<file path="src/rtl/bc_pkg.sv">
// bc_pkg: shared encodings and default sizes for the decode-stage PDR queue.
package bc_pkg;
  typedef enum logic [1:0] {
    BC_DI_DM   = 2'b00,
    BC_DI_PDR  = 2'b01,
    BC_DI_IMM  = 2'b10,
    BC_DI_ZERO = 2'b11
  } bc_di_e;
  localparam int BC_DW    = 16;
  localparam int BC_NSRC  = 4;
  localparam int BC_DEPTH = 4;
endpackage

</file>
<file path="src/rtl/bc_pdr_queue_if.sv">
// bc_pdr_queue_if: sequencer/datapath side bundle of the PDR queue.
interface bc_pdr_queue_if #(
  parameter int DW    = 16,
  parameter int NSRC  = 4,
  parameter int DEPTH = 4,
  parameter int SW    = $clog2(NSRC),
  parameter int CW    = $clog2(DEPTH) + 1
);
  logic [NSRC*DW-1:0] bc_src_dt;
  logic [SW-1:0]      ps_bc_drr_sclt;
  logic               ps_bc_drr_wen;
  logic               ps_bc_di_pop;
  logic [1:0]         ps_bc_di_sclt;
  logic [DW-1:0]      dm_bc_dt;
  logic [DW-1:0]      ps_bc_immdt;
  logic               ps_bc_err_clr;
  logic [DW-1:0]      bc_dt;
  logic               bc_pdr_empty;
  logic               bc_pdr_full;
  logic [CW-1:0]      bc_pdr_cnt;
  logic               bc_ovf_err;
  logic               bc_udf_err;
  modport master (
    output bc_src_dt, ps_bc_drr_sclt, ps_bc_drr_wen, ps_bc_di_pop, ps_bc_di_sclt,
           dm_bc_dt, ps_bc_immdt, ps_bc_err_clr,
    input  bc_dt, bc_pdr_empty, bc_pdr_full, bc_pdr_cnt, bc_ovf_err, bc_udf_err
  );
  modport slave (
    input  bc_src_dt, ps_bc_drr_sclt, ps_bc_drr_wen, ps_bc_di_pop, ps_bc_di_sclt,
           dm_bc_dt, ps_bc_immdt, ps_bc_err_clr,
    output bc_dt, bc_pdr_empty, bc_pdr_full, bc_pdr_cnt, bc_ovf_err, bc_udf_err
  );
endinterface

</file>
<file path="src/rtl/bc_pdr_fifo.sv">
// bc_pdr_fifo: DEPTH-entry queue with occupancy count and refused-push/empty-pop events.
module bc_pdr_fifo #(
  parameter int DW    = 16,
  parameter int DEPTH = 4,
  parameter int CW    = $clog2(DEPTH) + 1
) (
  input  logic          clk_dcd,
  input  logic          rst_n,
  input  logic          push,
  input  logic          pop,
  input  logic [DW-1:0] wdata,
  output logic [DW-1:0] rdata,
  output logic          empty,
  output logic          full,
  output logic [CW-1:0] cnt,
  output logic          ovf,
  output logic          udf
);
  localparam int AW = $clog2(DEPTH);
  logic [DW-1:0] mem [DEPTH];
  logic [AW-1:0] wr_ptr, rd_ptr;
  logic          push_ok, pop_ok;
  assign empty   = cnt == '0;
  assign full    = cnt == CW'(DEPTH);
  assign pop_ok  = pop & ~empty;
  assign push_ok = push & (~full | pop_ok);
  assign ovf     = push & ~push_ok;
  assign udf     = pop & empty;
  assign rdata   = empty ? '0 : mem[rd_ptr];
  always_ff @(posedge clk_dcd)
    if (rst_n && push_ok) mem[wr_ptr] <= wdata;
  // power-of-two depth lets the pointers wrap naturally
  always_ff @(posedge clk_dcd) begin
    if (!rst_n) begin
      wr_ptr <= '0;
      rd_ptr <= '0;
      cnt    <= '0;
    end else begin
      wr_ptr <= wr_ptr + AW'(push_ok);
      rd_ptr <= rd_ptr + AW'(pop_ok);
      cnt    <= cnt + CW'(push_ok) - CW'(pop_ok);
    end
  end
endmodule

</file>
<file path="src/rtl/bc_pdr_queue.sv">
// bc_pdr_queue: selects a DRR source into the PDR queue and drives bc_dt from dm, queue head or immediate.
module bc_pdr_queue
  import bc_pkg::*;
#(
  parameter int DW    = BC_DW,
  parameter int NSRC  = BC_NSRC,
  parameter int DEPTH = BC_DEPTH
) (
  input logic           clk_dcd,
  input logic           rst_n,
  bc_pdr_queue_if.slave bus
);
  localparam int SW = $clog2(NSRC);
  localparam int PW = (1 << SW) * DW;
  localparam int CW = $clog2(DEPTH) + 1;
  logic [PW-1:0] src_pad;
  logic [DW-1:0] push_dt, head;
  logic [CW-1:0] cnt;
  logic          empty, full, ovf, udf, ovf_err, udf_err;
  // zero-padding to a full power-of-two span makes out-of-range selects push zero
  assign src_pad = PW'(bus.bc_src_dt);
  assign push_dt = src_pad[bus.ps_bc_drr_sclt*DW +: DW];
  bc_pdr_fifo #(.DW(DW), .DEPTH(DEPTH), .CW(CW)) u_fifo (
    .clk_dcd (clk_dcd),
    .rst_n   (rst_n),
    .push    (bus.ps_bc_drr_wen),
    .pop     (bus.ps_bc_di_pop),
    .wdata   (push_dt),
    .rdata   (head),
    .empty   (empty),
    .full    (full),
    .cnt     (cnt),
    .ovf     (ovf),
    .udf     (udf)
  );
  always_ff @(posedge clk_dcd) begin
    if (!rst_n) begin
      ovf_err <= 1'b0;
      udf_err <= 1'b0;
    end else begin
      ovf_err <= ovf | (ovf_err & ~bus.ps_bc_err_clr);
      udf_err <= udf | (udf_err & ~bus.ps_bc_err_clr);
    end
  end
  assign bus.bc_dt = bus.ps_bc_di_sclt == BC_DI_DM  ? bus.dm_bc_dt :
                     bus.ps_bc_di_sclt == BC_DI_PDR ? head :
                     bus.ps_bc_di_sclt == BC_DI_IMM ? bus.ps_bc_immdt : '0;
  assign bus.bc_pdr_empty = empty;
  assign bus.bc_pdr_full  = full;
  assign bus.bc_pdr_cnt   = cnt;
  assign bus.bc_ovf_err   = ovf_err;
  assign bus.bc_udf_err   = udf_err;
endmodule

</file>
<file path="src/flat_wrapper.sv">
// flat-port wrapper written by rule: the top's interface ports become plain ports
module bc_pdr_queue_flat import bc_pkg::*;
#(
  parameter int DW    = BC_DW,
  parameter int NSRC  = BC_NSRC,
  parameter int DEPTH = BC_DEPTH
)
  (clk_dcd, rst_n, bus_bc_src_dt, bus_ps_bc_drr_sclt, bus_ps_bc_drr_wen, bus_ps_bc_di_pop, bus_ps_bc_di_sclt, bus_dm_bc_dt, bus_ps_bc_immdt, bus_ps_bc_err_clr, bus_bc_dt, bus_bc_pdr_empty, bus_bc_pdr_full, bus_bc_pdr_cnt, bus_bc_ovf_err, bus_bc_udf_err);
  bc_pdr_queue_if #(.DW(DW), .NSRC(NSRC), .DEPTH(DEPTH)) bus_i ();
  input logic clk_dcd;
  input logic rst_n;
  input wire logic [$bits(bus_i.bc_src_dt)-1:0] bus_bc_src_dt;
  input wire logic [$bits(bus_i.ps_bc_drr_sclt)-1:0] bus_ps_bc_drr_sclt;
  input wire logic [$bits(bus_i.ps_bc_drr_wen)-1:0] bus_ps_bc_drr_wen;
  input wire logic [$bits(bus_i.ps_bc_di_pop)-1:0] bus_ps_bc_di_pop;
  input wire logic [$bits(bus_i.ps_bc_di_sclt)-1:0] bus_ps_bc_di_sclt;
  input wire logic [$bits(bus_i.dm_bc_dt)-1:0] bus_dm_bc_dt;
  input wire logic [$bits(bus_i.ps_bc_immdt)-1:0] bus_ps_bc_immdt;
  input wire logic [$bits(bus_i.ps_bc_err_clr)-1:0] bus_ps_bc_err_clr;
  output wire logic [$bits(bus_i.bc_dt)-1:0] bus_bc_dt;
  output wire logic [$bits(bus_i.bc_pdr_empty)-1:0] bus_bc_pdr_empty;
  output wire logic [$bits(bus_i.bc_pdr_full)-1:0] bus_bc_pdr_full;
  output wire logic [$bits(bus_i.bc_pdr_cnt)-1:0] bus_bc_pdr_cnt;
  output wire logic [$bits(bus_i.bc_ovf_err)-1:0] bus_bc_ovf_err;
  output wire logic [$bits(bus_i.bc_udf_err)-1:0] bus_bc_udf_err;
  assign bus_i.bc_src_dt = bus_bc_src_dt;
  assign bus_i.ps_bc_drr_sclt = bus_ps_bc_drr_sclt;
  assign bus_i.ps_bc_drr_wen = bus_ps_bc_drr_wen;
  assign bus_i.ps_bc_di_pop = bus_ps_bc_di_pop;
  assign bus_i.ps_bc_di_sclt = bus_ps_bc_di_sclt;
  assign bus_i.dm_bc_dt = bus_dm_bc_dt;
  assign bus_i.ps_bc_immdt = bus_ps_bc_immdt;
  assign bus_i.ps_bc_err_clr = bus_ps_bc_err_clr;
  assign bus_bc_dt = bus_i.bc_dt;
  assign bus_bc_pdr_empty = bus_i.bc_pdr_empty;
  assign bus_bc_pdr_full = bus_i.bc_pdr_full;
  assign bus_bc_pdr_cnt = bus_i.bc_pdr_cnt;
  assign bus_bc_ovf_err = bus_i.bc_ovf_err;
  assign bus_bc_udf_err = bus_i.bc_udf_err;
  bc_pdr_queue #(.DW(DW), .NSRC(NSRC), .DEPTH(DEPTH)) u_core (.clk_dcd(clk_dcd), .rst_n(rst_n), .bus(bus_i));
endmodule
</file>
<file path="config.mk">
export PLATFORM = sky130hd
export DESIGN_NAME = bc_pdr_queue_flat
export DESIGN_NICKNAME = d
export VERILOG_FILES = /design/src/rtl/bc_pkg.sv /design/src/rtl/bc_pdr_queue_if.sv /design/src/rtl/bc_pdr_fifo.sv /design/src/rtl/bc_pdr_queue.sv /design/src/flat_wrapper.sv
export SDC_FILE = /design/constraint.sdc
export NUM_CORES = 1
export LEC_CHECK = 0
export CELL_PAD_IN_SITES_DETAIL_PLACEMENT = 0
export CELL_PAD_IN_SITES_GLOBAL_PLACEMENT = 2
export CORE_ASPECT_RATIO = 0.8
export CORE_MARGIN = 2
export CORE_UTILIZATION = 27
export DETAILED_ROUTE_END_ITERATION = 8
export GPL_ROUTABILITY_DRIVEN = 1
export PLACE_DENSITY_LB_ADDON = 0.1
export SETUP_SLACK_MARGIN = 0.3
export SYNTH_ARGS = -nofsm -noshare
export SYNTH_HDL_FRONTEND = slang
export SYNTH_SLANG_ARGS = --single-unit
</file>
<file path="constraint.sdc">
create_clock -name clk_dcd -period 2.2 [get_ports clk_dcd]
set_clock_uncertainty 0.15 [all_clocks]
set_input_delay 0.44 -clock clk_dcd [delete_from_list [all_inputs] [get_ports clk_dcd]]
set_output_delay 0.44 -clock clk_dcd [all_outputs]
set_load 0.005 [all_outputs]
</file>
Word level (Yosys, flattened, before mapping)

Memories as Yosys holds them, arrays and structs flattened. A register that Yosys moved wholly into a read port is not among the register bits.
Index checks and enable logic that the tools add are counted.

Input bits: 105
Memories: 1
Word-level logic and storage cells: 37
Output and inout port bits: 23
RAM bits: 64
Flip-flop bits (word level): 9

Reductions and logical operators: 3
Add/subtract/negate cells: 4
Equality and inequality tests: 3
Shift operators: 1
Bitwise logic cells: 13
Multiplexer cells: 7

Memory list:

| memory            | words | width | read ports | clocked after Yosys merged registers in | wr ports | RTL line          | source |
|---|---|---|---|---|---|---|---|
| u_core.u_fifo.mem | 4     | 16    | 1          | 1                                       | 1        | bc_pdr_fifo.sv:20 | `logic [DW-1:0] mem [DEPTH];` |

Operators by type and width:

| kind               | number |
|---|---|
| $mux 16            | 4 |
| $shiftx 64x7->16   | 1 |
| $and 1x1->1        | 6 |
| $add 2x1->2        | 2 |
| $not 1->1          | 4 |
| $add 3x1->3        | 1 |
| $eq 3x3->1 const B | 1 |
| $logic_not 3->1    | 1 |
| $or 1x1->1         | 3 |
| $sub 3x1->3        | 1 |
| $eq 2x1->1 const B | 1 |
| $eq 2x2->1 const B | 1 |
| $logic_not 2->1    | 1 |
| $mux 1             | 2 |
| $mux 2             | 1 |
| $logic_and 1x1->1  | 1 |

Logic depth before layout (Yosys ltp)

Gate-level depths: netlist (run 1).

Word-level depth: 8
Depth in mapped cells: 9

By module

A second synthesis (run 1) with hierarchy kept.

Cells, all modules: 209
Area total of the unflattened synthesis: 3676.0 µm²

By module, submodules not included:

| module       | seq. area each (µm²) | area an instance (µm²) | times used | cells an instance |
|---|---|---|---|---|
| bc_pdr_fifo  | 2062.0               | 2841.5                 | 1          | 144 |
| bc_pdr_queue | 40.0                 | 834.6                  | 1          | 65 |

Worst setup path after synthesis (run 1)

Ideal clock, no wire load.

Path kind: register -> register
From: register u_core.u_fifo.cnt[1]
To: memory u_core.u_fifo.mem[0][0] (enable)
Period minus slack after synthesis: 2.357 ns
Data required time: 1.641 ns
Data arrival time: 1.797 ns
Setup time: 0.409 ns
Stages on the path, launching flop included: 4
Setup slack: -0.157 ns
Path through: dfxtp_1 -> or4b_4 -> nand3_1 -> nor3_1

Longest elaborated chain between the ends: 8
Elaborated cells on any way between the ends: 10
Those cells by class: eq/ne (1); mux (2); bitwise (5); reduce/logical (2)

Ends and longest elaborated chain:

| what                           | RTL line          | source |
|---|---|---|
| start: declaration             | bc_pdr_fifo.sv:15 | `output logic [CW-1:0] cnt,` |
| start signal: assignment       | bc_pdr_fifo.sv:41 | `cnt <= cnt + CW'(push_ok) - CW'(pop_ok);` |
| $logic_not 3->1                | bc_pdr_fifo.sv:23 | `assign empty = cnt == '0;` |
| $not 1->1                      | bc_pdr_fifo.sv:25 | `assign pop_ok = pop & ~empty;` |
| $and 1x1->1                    | bc_pdr_fifo.sv:25 |  |
| $or 1x1->1 *                   | bc_pdr_fifo.sv:26 | `assign push_ok = push & (~full \| pop_ok);` |
| $and 1x1->1 *                  | bc_pdr_fifo.sv:26 |  |
| $logic_and 1x1->1 *            | bc_pdr_fifo.sv:31 | `if (rst_n && push_ok) mem[wr_ptr] <= wdata;` |
| $mux 1 *                       | bc_pdr_fifo.sv:31 |  |
| $mux 1 (not written as such) * | bc_pdr_fifo.sv:31 |  |
| end: declaration               | bc_pdr_fifo.sv:20 |  |

Mark *: on every way between the ends. The rest lies on a longest branch, timed or not.

==> results of run 1 <==
-- kinds of logic after synthesis --
logic type               Yosys count
AO/OA/AOI/OAI                     35
XOR/XNOR                           4
adder cells (fa/ha/maj)            4
buffers and inverters             21
flip-flops                        73
multiplexers                      32
AND/OR/NAND/NOR                   41
-- synth_stat cells, drive strengths merged --
cell,instances
nor2,3
nor3,2
a21oi,1
nor2b,3
o21ai,17
xor2,3
edfxtp,64
fa,1
a22oi,16
nand3,2
xnor2,1
o22ai,1
clkbuf,5
inv,6
nor3b,1
and2,9
mux4,32
nand2b,1
nand4,1
or3,1
or4b,1
ha,3
buf,10
dfxtp,9
nand2,17
-- power by group --
| part | internal [mW] | switching, mW | total [mW] |
|---|---|---|---|
| clock network | 1.01 | 0.558 | 1.56 |
| registers | 1.65 | 0.0797 | 1.73 |
| logic | 1.41 | 0.859 | 2.27 |
-- cells in the final DEF, fill, tap and decap left out, types with 3 or more instances in the layout --
master           netlist  routed
clkdlybuf4s50_1        0     102
edfxtp_1              64      64
mux4_2                27      32
buf_6                  1      25
buf_4                  2      23
buf_2                  6      17
a22oi_1               16      16
o21ai_1               11      12
clkbuf_16              0      11
nand2_2                0      10
and2_1                 8       7
buf_12                 1       7
nand2_1               17       6
o21ai_2                0       5
dfxtp_1                9       5
inv_1                  6       4
dlygate4sd2_1          0       4
xor2_1                 3       3
dlymetal6s2s_1         0       3
dfxtp_2                0       3
-- through the flow --
step           instance area (um2)  TNS, ns  power, mW  utilization (%)
2_1_floorplan                 3490    -5.15       2.56                -
3_3_place_gp                  5160   -26.26       3.34             40.5
3_5_place_dp                  5160   -27.18       3.34             40.5
4_1_cts                       5940    -1.73       5.55             46.6
5_1_grt                       6000    -2.67       5.87             47.1
6_report                      6000    -1.46       5.56             47.1
-- registers in the layout, summed over array words and instances, names as in the netlist --
name and count:
u_core.u_fifo.mem 64, u_core.u_fifo.cnt 3, u_core.u_fifo.rd_ptr 2, u_core.u_fifo.wr_ptr 2, u_core.bus.bc_ovf_err 1, u_core.bus.bc_udf_err 1
-- critical path, delay by kind of cell (launching register included) --
family          cells  cell delay, ns
compound gates      1            0.05
mux                 1            0.53
simple gates        1            0.08
buf+inv             3            0.37
flops               1            0.40
-- metal layers --
| layer | up-vias | global-route usage (%) |
|---|---|---|
| li1 | 1215 | - |
| met2 | 98 | 22.6 |
| met3 | 10 | 3.55 |
| met5 | - | 0 |
| met4 | 0 | 3.95 |
| met1 | 1235 | 20.4 |
-- final timing paths --
kind | start | to | slack, ns | cells past startpoint
max reg2reg | u_core.u_fifo.cnt[1] | u_core.u_fifo.cnt[2] | -0.08 | 9
max | u_core.u_fifo.rd_ptr[0] | bus_bc_dt[13] | -0.14 | 6
min reg2reg | u_core.bus.bc_udf_err | u_core.bus.bc_udf_err | 0.47 | 3
min | u_core.bus.bc_udf_err | u_core.bus.bc_udf_err | 0.47 | 3
-- final cells by class --
| class | instances | area, um2 | share of cell area [%] |
|---|---|---|---|
| clock buffer | 9 | 225 | 3.76 |
| inverter | 6 | 27.5 | 0.459 |
| sequential | 73 | 2110 | 35.2 |
| multi-input combinational | 116 | 1400 | 23.4 |
| tap | 175 | 219 | 3.65 |
| clock inverter | 7 | 101 | 1.69 |
| timing repair buffer | 187 | 1910 | 31.9 |
-- what timing repair did --
item,4_1_cts,5_1_grt
cloned,7,0
setup endpoints to repair,88,90
buffers inserted,22,2
pin swaps,28,6
resized for setup,152,19
==> results_dict.tcl, run 1 <==
set metrics [dict create \
    status "finished, violations left" \
    violations "setup timing" \
    slowest_stage "mux4_2" \
    rows 37 \
    synthXorXnorAreaFrac_pct 1.01 \
    drcViolationCount 0 \
    final_nets 502 \
    hold-worst-slack_ns 0.472 \
    met2WireLength_mm 4.31 \
    yosys.area_share.simple_pct 6.11 \
    cp_data_required_time_ns 1.61 \
    hp-class "register to register" \
    grt_max_degree 18 \
    clockRootBuffer "clkbuf_16" \
    synthAdderAreaFrac_pct 1.65 \
    clk_path_buf_depth 2 \
    synth_cells 210 \
    place_inst 526 \
    dieArea_um2 13800 \
    path_cells "buf_8 -> buf_4 -> mux4_2 -> nand2_2 -> o21ai_1 -> buf_2" \
    overflow 0 \
    clk_latency_ns 0.32 \
    synth_top_area_share_pct 55.2 \
    portBuffers 127 \
    dieHeight_um 106 \
    synth_area_um2 3480 \
    fin_ws_ns -0.139 \
    total_leakage_power_nw 2.20 \
    detail_route.wl_per_cell_um 16.8 \
    clk_pin_slew_ns 0.06 \
    n_fill_cell 1136 \
    die_w_um 131 \
    grt_pass1_vias 2730 \
    area_growth_pct 72.3 \
    yosysSeqAreaShare_pct 60.4 \
    synth_nets 319 \
    yosys.area.top_type "edfxtp_1" \
    period_share_pct 106 \
    vias 2558 \
    grt_usage_pct 14.6 \
    ys_seq_elements 73 \
    routabilityCongestion 0.726 \
    drive_above_1_share_pct 41.0 \
    drtAntennaViolNets 0 \
    initial_core_util_pct 27.3 \
    io_pins 128 \
    grt_first_pass_wirelength_mm 14.9 \
    core-area_um2 12700 \
    slew_violations 0 \
    synthTopCellsByArea "edfxtp_1, mux4_2, dfxtp_1, mux4_1, a22oi_1" \
    totalWireLength_mm 9.63 \
    cts_inserted_buffers 9 \
    power_density_nw_per_um2 928 \
    antenna_cells 0 \
    routed-wl-met3_um 651 \
    m1WireLength_mm 4.55 \
    cts_tree "built" \
    max_stage_delay_ns 0.53 \
    tightest_slew_ns 0.344 \
    critical_path_class "register to output pin" \
    drt_iter0_markers 152 \
    firstDrtPassIters 4 \
    dp_hpwl_mm 6.56 \
    max_clock_freq_ghz 0.428 \
    yosysUniqueCellTypes 31 \
    stdcell_count 573 \
    hold_viol_final 0 \
    end_kind "output pin" \
    yosys_warnings 0 \
    slew_headroom_pct 77.0 \
    finalCriticalPeriod_ns 2.34 \
    top_layer "met4" \
    synth_top_family_by_area "multiplexers" \
    critical_path.startpoint_type "register" \
    rsz0062_at_grt "true" \
    vdd_drop_max_mv 0.586 \
    antenna_found_initial 0 \
    avgSynthCellArea_um2 16.6 \
    synth_mux_area_share_pct 21.2 \
    synth_compound_area_share_pct 6.22 \
    htree_levels 3 \
    cts_hold_buffers 0 \
    crit_arrival_ns 1.75 \
    path_max_fanout 6 \
    via_per_inst 4.46 \
    final-setup-viol-count 16 \
    maxCapViolCount 0 \
    numClockSinks 73 \
    dpl_worst_slack_ns -0.631 \
]
No activity file was read; power rests on OpenSTA's default activity.
==> run 2, diff against run 1 <==
--- a/config.mk
+++ b/config.mk
@@ -8,7 +8,6 @@
 export CELL_PAD_IN_SITES_DETAIL_PLACEMENT = 0
 export CELL_PAD_IN_SITES_GLOBAL_PLACEMENT = 2
 export CORE_ASPECT_RATIO = 0.8
-export CORE_MARGIN = 2
 export CORE_UTILIZATION = 27
 export DETAILED_ROUTE_END_ITERATION = 8
 export GPL_ROUTABILITY_DRIVEN = 1
==> run 2 against run 1 <==
  * Sequential power about the same
  * Critical endpoint is now bus_bc_dt[10]
  * Clock power is 9% lower
  * Die area is 3.4% lower
  * The run still ends with setup timing left
  * Largest cell class unchanged
  * Largest power group unchanged
  * Wire length shrank 6.4%
  * Non-clock buffer count shrank 20
  * Via count is 2.7% lower
  * Combinational power is 4% lower
  * Cell count fell by 4.2%
  * Critical path depth rose by 1
  * Cell area down 3.2%
  * Maximum frequency down 0.65%
==> results_dict.tcl, run 2 (synthesis gave the netlist of run 1 again) <==
set metrics [dict create \
    status "finished, violations left" \
    violations "setup timing" \
    p_int_mw 3.85 \
    regMostFlops "u_core.u_fifo.mem" \
    period_share_pct 107 \
    rrSetupSlack_ns 0.01 \
    vdd_drop_max_mv 0.477 \
    critical_path_class "register to output pin" \
    portBuffers 127 \
    crit_arrival_ns 1.76 \
    crit_path_frequent_cell "buf_12" \
    dpl_worst_slack_ns -0.613 \
    n_fill_cell 1104 \
    setup.worst_path.start "u_core.u_fifo.rd_ptr[0]" \
    r2r-end "u_core.u_fifo.cnt[2]" \
    hold_viol_final 0 \
    vias 2489 \
    reg2reg_depth 8 \
    core-area_um2 12400 \
    detail_route.wl_per_cell_um 16.4 \
    grt_first_pass_wirelength_mm 13.4 \
    total_leakage_power_nw 2.09 \
    top_regs "u_core.u_fifo.mem x64, u_core.u_fifo.cnt x3" \
    grt_usage_pct 13.6 \
    path_max_fanout 6 \
    overflow 0 \
    drtAntennaViolNets 0 \
    numClockSinks 73 \
    finalCriticalPeriod_ns 2.35 \
    drcViolationCount 0 \
    hp-class "input port to register" \
    max_stage_delay_ns 0.50 \
    drt_iter0_markers 95 \
    clk_path_buf_depth 2 \
    clk_latency_ns 0.33 \
    rows 36 \
    clockRootBuffer "clkbuf_16" \
    final-setup-viol-count 16 \
    htree_levels 3 \
    final_cell_mix "clkdlybuf4s50_1, edfxtp_1, mux4_2" \
    path_cells "buf_12 -> buf_6 -> buf_12 -> mux4_2 -> nand2_2 -> o21ai_1 -> buf_2" \
    critical_path.startpoint_type "register" \
    final_nets 482 \
    antenna_cells 0 \
    antenna_found_initial 0 \
    cp_data_required_time_ns 1.61 \
    clkPwrFrac_pct 26.6 \
    area_growth_pct 66.8 \
    p_sw_mw 1.47 \
    initial_core_util_pct 28.1 \
    crit_path_end "bus_bc_dt[10]" \
    cts_inserted_buffers 9 \
    rsz0062_at_grt "true" \
    grt_max_degree 18 \
    totalWireLength_mm 9.01 \
    fin_ws_ns -0.154 \
    via_per_inst 4.53 \
    firstDrtPassIters 4 \
    maxCapViolCount 0 \
    sw_frac_of_total_pct 27.6 \
    cts_tree "built" \
    die_w_um 129 \
    io_pins 128 \
    fin_tns_setup_ns -2.06 \
    slowest_stage "mux4_2" \
    dieHeight_um 104 \
    comb_power_share_pct 41.1 \
    slew_headroom_pct 81.3 \
    r2r_start "u_core.u_fifo.cnt[1]" \
    dieArea_um2 13400 \
    end_kind "output pin" \
    power_density_nw_per_um2 916 \
    drive_above_1_share_pct 37.0 \
    dp_hpwl_mm 6.25 \
    routabilityCongestion 0.748 \
    largest_reg_flops 64 \
    final_common_cell "clkdlybuf4s50_1" \
    grt_pass1_vias 2407 \
    max_clock_freq_ghz 0.425 \
    clk_pin_slew_ns 0.06 \
    pwr-share-seq_pct 32.2 \
    slew_violations 0 \
    tightest_slew_ns 0.280 \
]
[run 2: cell type report]
class / count / area [um2] / share of cell area (%)
Sequential cell: 73 / 2110 / 36.3
Timing Repair Buffer: 167 / 1770 / 30.5
Clock buffer: 10 / 229 / 3.94
Inverter: 6 / 35.0 / 0.603
Clock inverter: 6 / 66.3 / 1.14
Multi-Input combinational cell: 116 / 1380 / 23.8
Tap cell: 171 / 214 / 3.68
[run 2: worst min-delay path by stage]
stage | start | end | depth (start not counted)
floorplan | u_core.u_fifo.rd_ptr[0] | u_core.u_fifo.rd_ptr[0] | 2
global placement | u_core.bus.bc_udf_err | u_core.bus.bc_udf_err | 3
detailed placement | u_core.bus.bc_ovf_err | u_core.bus.bc_ovf_err | 3
CTS | u_core.bus.bc_ovf_err | u_core.bus.bc_ovf_err | 3
global route | rst_n | u_core.u_fifo.rd_ptr[1] | 3
finish | rst_n | u_core.u_fifo.wr_ptr[1] | 3
[run 2: through the flow]
| step | utilization, % | instances | area [um2] | total power, mW | hold slack [ns] |
|---|---|---|---|---|---|
| finish | 46.9 | 549 | 5810 | 5.32 | 0.397 |
| floorplan | - | 210 | 3490 | 2.56 | 0.418 |
| global route | 46.9 | 549 | 5810 | 5.61 | 0.422 |
| detailed placement | 41.7 | 516 | 5170 | 3.37 | 0.464 |
| CTS | 45.1 | 542 | 5580 | 5.12 | 0.473 |
| global placement | 41.7 | 516 | 5170 | 3.35 | 0.467 |
[run 2: layer usage]
metal	global-route usage, %	vias to the layer above	wire [um]
met5	0	-	0
met4	4.54	0	95
met3	3.67	7	605
met2	19.5	104	3830
met1	19.7	1205	4480
li1	-	1173	-
[run 2: worst max-delay path, delay by kind of cell (launching register included)]
family | cells | cell delay, ns
buffers and inverters | 4 | 0.45
multiplexers | 1 | 0.50
AO/OA/AOI/OAI | 1 | 0.05
AND/OR/NAND/NOR | 1 | 0.08
flip-flops | 1 | 0.37
[run 2: power groups by stage]
stage	Clock, mW	Combinational, mW	Sequential (mW)
final	1.42	2.19	1.72
after global routing	1.50	2.39	1.73
after CTS	1.46	1.94	1.72
after detailed placement	0	1.65	1.72
after global placement	0	1.63	1.72
after floorplan	0	0.835	1.72
[run 2: what timing repair did]
action,CTS,global route
setup buffers,9,3
resized for setup,110,27
pin swaps,24,13
setup endpoints to repair,89,54
hold buffers,0,0
cloned,1,4
==> run 3, diff against run 2 <==
--- a/config.mk
+++ b/config.mk
@@ -12,6 +12,7 @@
 export DETAILED_ROUTE_END_ITERATION = 8
 export GPL_ROUTABILITY_DRIVEN = 1
 export PLACE_DENSITY_LB_ADDON = 0.1
+export REMOVE_ABC_BUFFERS = 1
 export SETUP_SLACK_MARGIN = 0.3
 export SYNTH_ARGS = -nofsm -noshare
 export SYNTH_HDL_FRONTEND = slang
==> run 3 against run 2 <==
  * The run still ends with setup timing left
  * Largest cell class unchanged
  * Die area is the same
  * Hold slack lost 0.027 ns
  * Critical path type unchanged
  * Global-route usage grew 1.9 points
==> results_dict.tcl, run 3 (synthesis gave the netlist of run 1 again) <==
set metrics [dict create \
    status "finished, violations left" \
    violations "setup timing" \
    cts_hold_buffers 0 \
    slew_violations 0 \
    period_share_pct 106 \
    max_clock_freq_ghz 0.427 \
    firstDrtPassIters 7 \
    core-area_um2 12400 \
    hold-worst-slack_ns 0.370 \
    rsz0062_at_grt "true" \
    clk_pin_slew_ns 0.06 \
    total_leakage_power_nw 2.18 \
    area_growth_pct 70.7 \
    portBuffers 127 \
    overflow 0 \
    numClockSinks 73 \
    utilization_pct 48.0 \
    vias 2573 \
    totalWireLength_mm 9.95 \
    cts_inserted_buffers 9 \
    final_nets 501 \
    tightest_slew_ns 0.298 \
    vdd_drop_max_mv 0.359 \
    grt_usage_pct 15.5 \
    critical_path_class "register to output pin" \
    cts_tree "built" \
    grt_first_pass_wirelength_mm 15.1 \
    via_per_inst 4.53 \
    drtAntennaViolNets 0 \
    cp_data_required_time_ns 1.61 \
    drt_iter0_markers 140 \
    clk_path_buf_depth 2 \
    finalCriticalPeriod_ns 2.34 \
    largest_reg_flops 64 \
    grt_max_degree 17 \
    htree_levels 3 \
    detail_route.wl_per_cell_um 17.5 \
    multi_input_area_um2 1360 \
    clockRootBuffer "clkbuf_16" \
    maxCapViolCount 0 \
    antenna_cells 0 \
    clk_latency_ns 0.32 \
    grt_pass1_vias 2694 \
    final-setup-viol-count 17 \
    final_cell_mix "clkdlybuf4s50_1, edfxtp_1, mux4_2" \
    post-route-cell-area_um2 5940 \
    drive_above_1_share_pct 39.0 \
    die_w_um 129 \
    slew_headroom_pct 80.1 \
    fin_ws_ns -0.142 \
    path_max_fanout 4 \
    final_common_cell "clkdlybuf4s50_1" \
    ff_latch_area_um2 2110 \
    top_regs "u_core.u_fifo.mem x64, u_core.u_fifo.cnt x3" \
    regMostFlops "u_core.u_fifo.mem" \
    placed_area_um2 5340 \
    dp_hpwl_mm 7.13 \
    n_fill_cell 1051 \
    end_kind "output pin" \
    drcViolationCount 0 \
    rows 36 \
    dieHeight_um 104 \
    routabilityCongestion 0.730 \
    hold_viol_final 0 \
    dieArea_um2 13400 \
    initial_core_util_pct 28.1 \
    antenna_found_initial 0 \
    crit_arrival_ns 1.75 \
    critical_path.startpoint_type "register" \
    hp-class "input port to register" \
    power_density_nw_per_um2 872 \
    io_pins 128 \
]
-- run 3: cell types whose count changed in the layout (fill, tap and decap cells not counted), sizes merged --
cell	before	now
clkdlybuf4s50	102	100
clkdlybuf4s15	0	1
clkbuf	14	12
buf	53	75
-- run 3: routing by layer --
metal  global-route usage [%]  wire length (um)  vias to the layer above
li1                         -                 -                     1209
met1                     21.1              4660                     1280
met2                     24.1              4710                       79
met3                     3.62               482                        5
met4                     5.04                97                        0
met5                        0                 0                        -
-- run 3: worst paths after layout --
path | startpoint | endpoint | slack [ns] | cells after the start
worst max-delay path | u_core.u_fifo.rd_ptr[0] | bus_bc_dt[11] | -0.14 | 7
worst min-delay path | rst_n | u_core.u_fifo.wr_ptr[0] | 0.37 | 2
worst max register to register | u_core.u_fifo.cnt[0] | u_core.u_fifo.cnt[2] | 0 | 8
worst min register to register | u_core.u_fifo.cnt[2] | u_core.u_fifo.cnt[2] | 0.44 | 2
-- run 3: layout make-up --
class / count / share of cell area (%)
multi-input combinational: 116 / 23.0
tap: 171 / 3.60
clock buffer: 10 / 3.85
inverter: 6 / 0.463
clock inverter: 6 / 0.990
timing repair buffer: 186 / 32.6
sequential: 73 / 35.6
-- run 3: critical path, stage by stage, from the launching register on --
cell and delay (ns):
dfxtp_4 0.36, buf_12 0.11, buf_6 0.10, buf_12 0.10, mux4_2 0.49, nand2_2 0.09
o21ai_1 0.05, buf_2 0.13
-- run 3: where the power goes --
group	internal (mW)	switching, mW	leakage [nW]	total, mW
Combinational	1.26	0.790	1.39	2.05
Sequential	1.66	0.0731	0.657	1.73
Clock	0.869	0.525	0.136	1.39
-- run 3: repair_timing --
action | in CTS | in global routing
setup endpoints to repair | 89 | 102
pin swaps | 25 | 14
setup buffers | 15 | 2
resized for setup | 127 | 22
gates cloned | 1 | 2
-- run 3: stage by stage --
step | setup slack, ns | power, mW | cells | setup TNS, ns
after floorplan | -0.208 | 2.45 | 195 | -5.28
after detailed placement | -0.627 | 3.46 | 532 | -16.73
after global placement | -0.602 | 3.47 | 532 | -15.74
after global routing | -0.215 | 5.44 | 568 | -2.76
final | -0.142 | 5.18 | 568 | -1.50
after CTS | -0.161 | 5.13 | 564 | -1.71
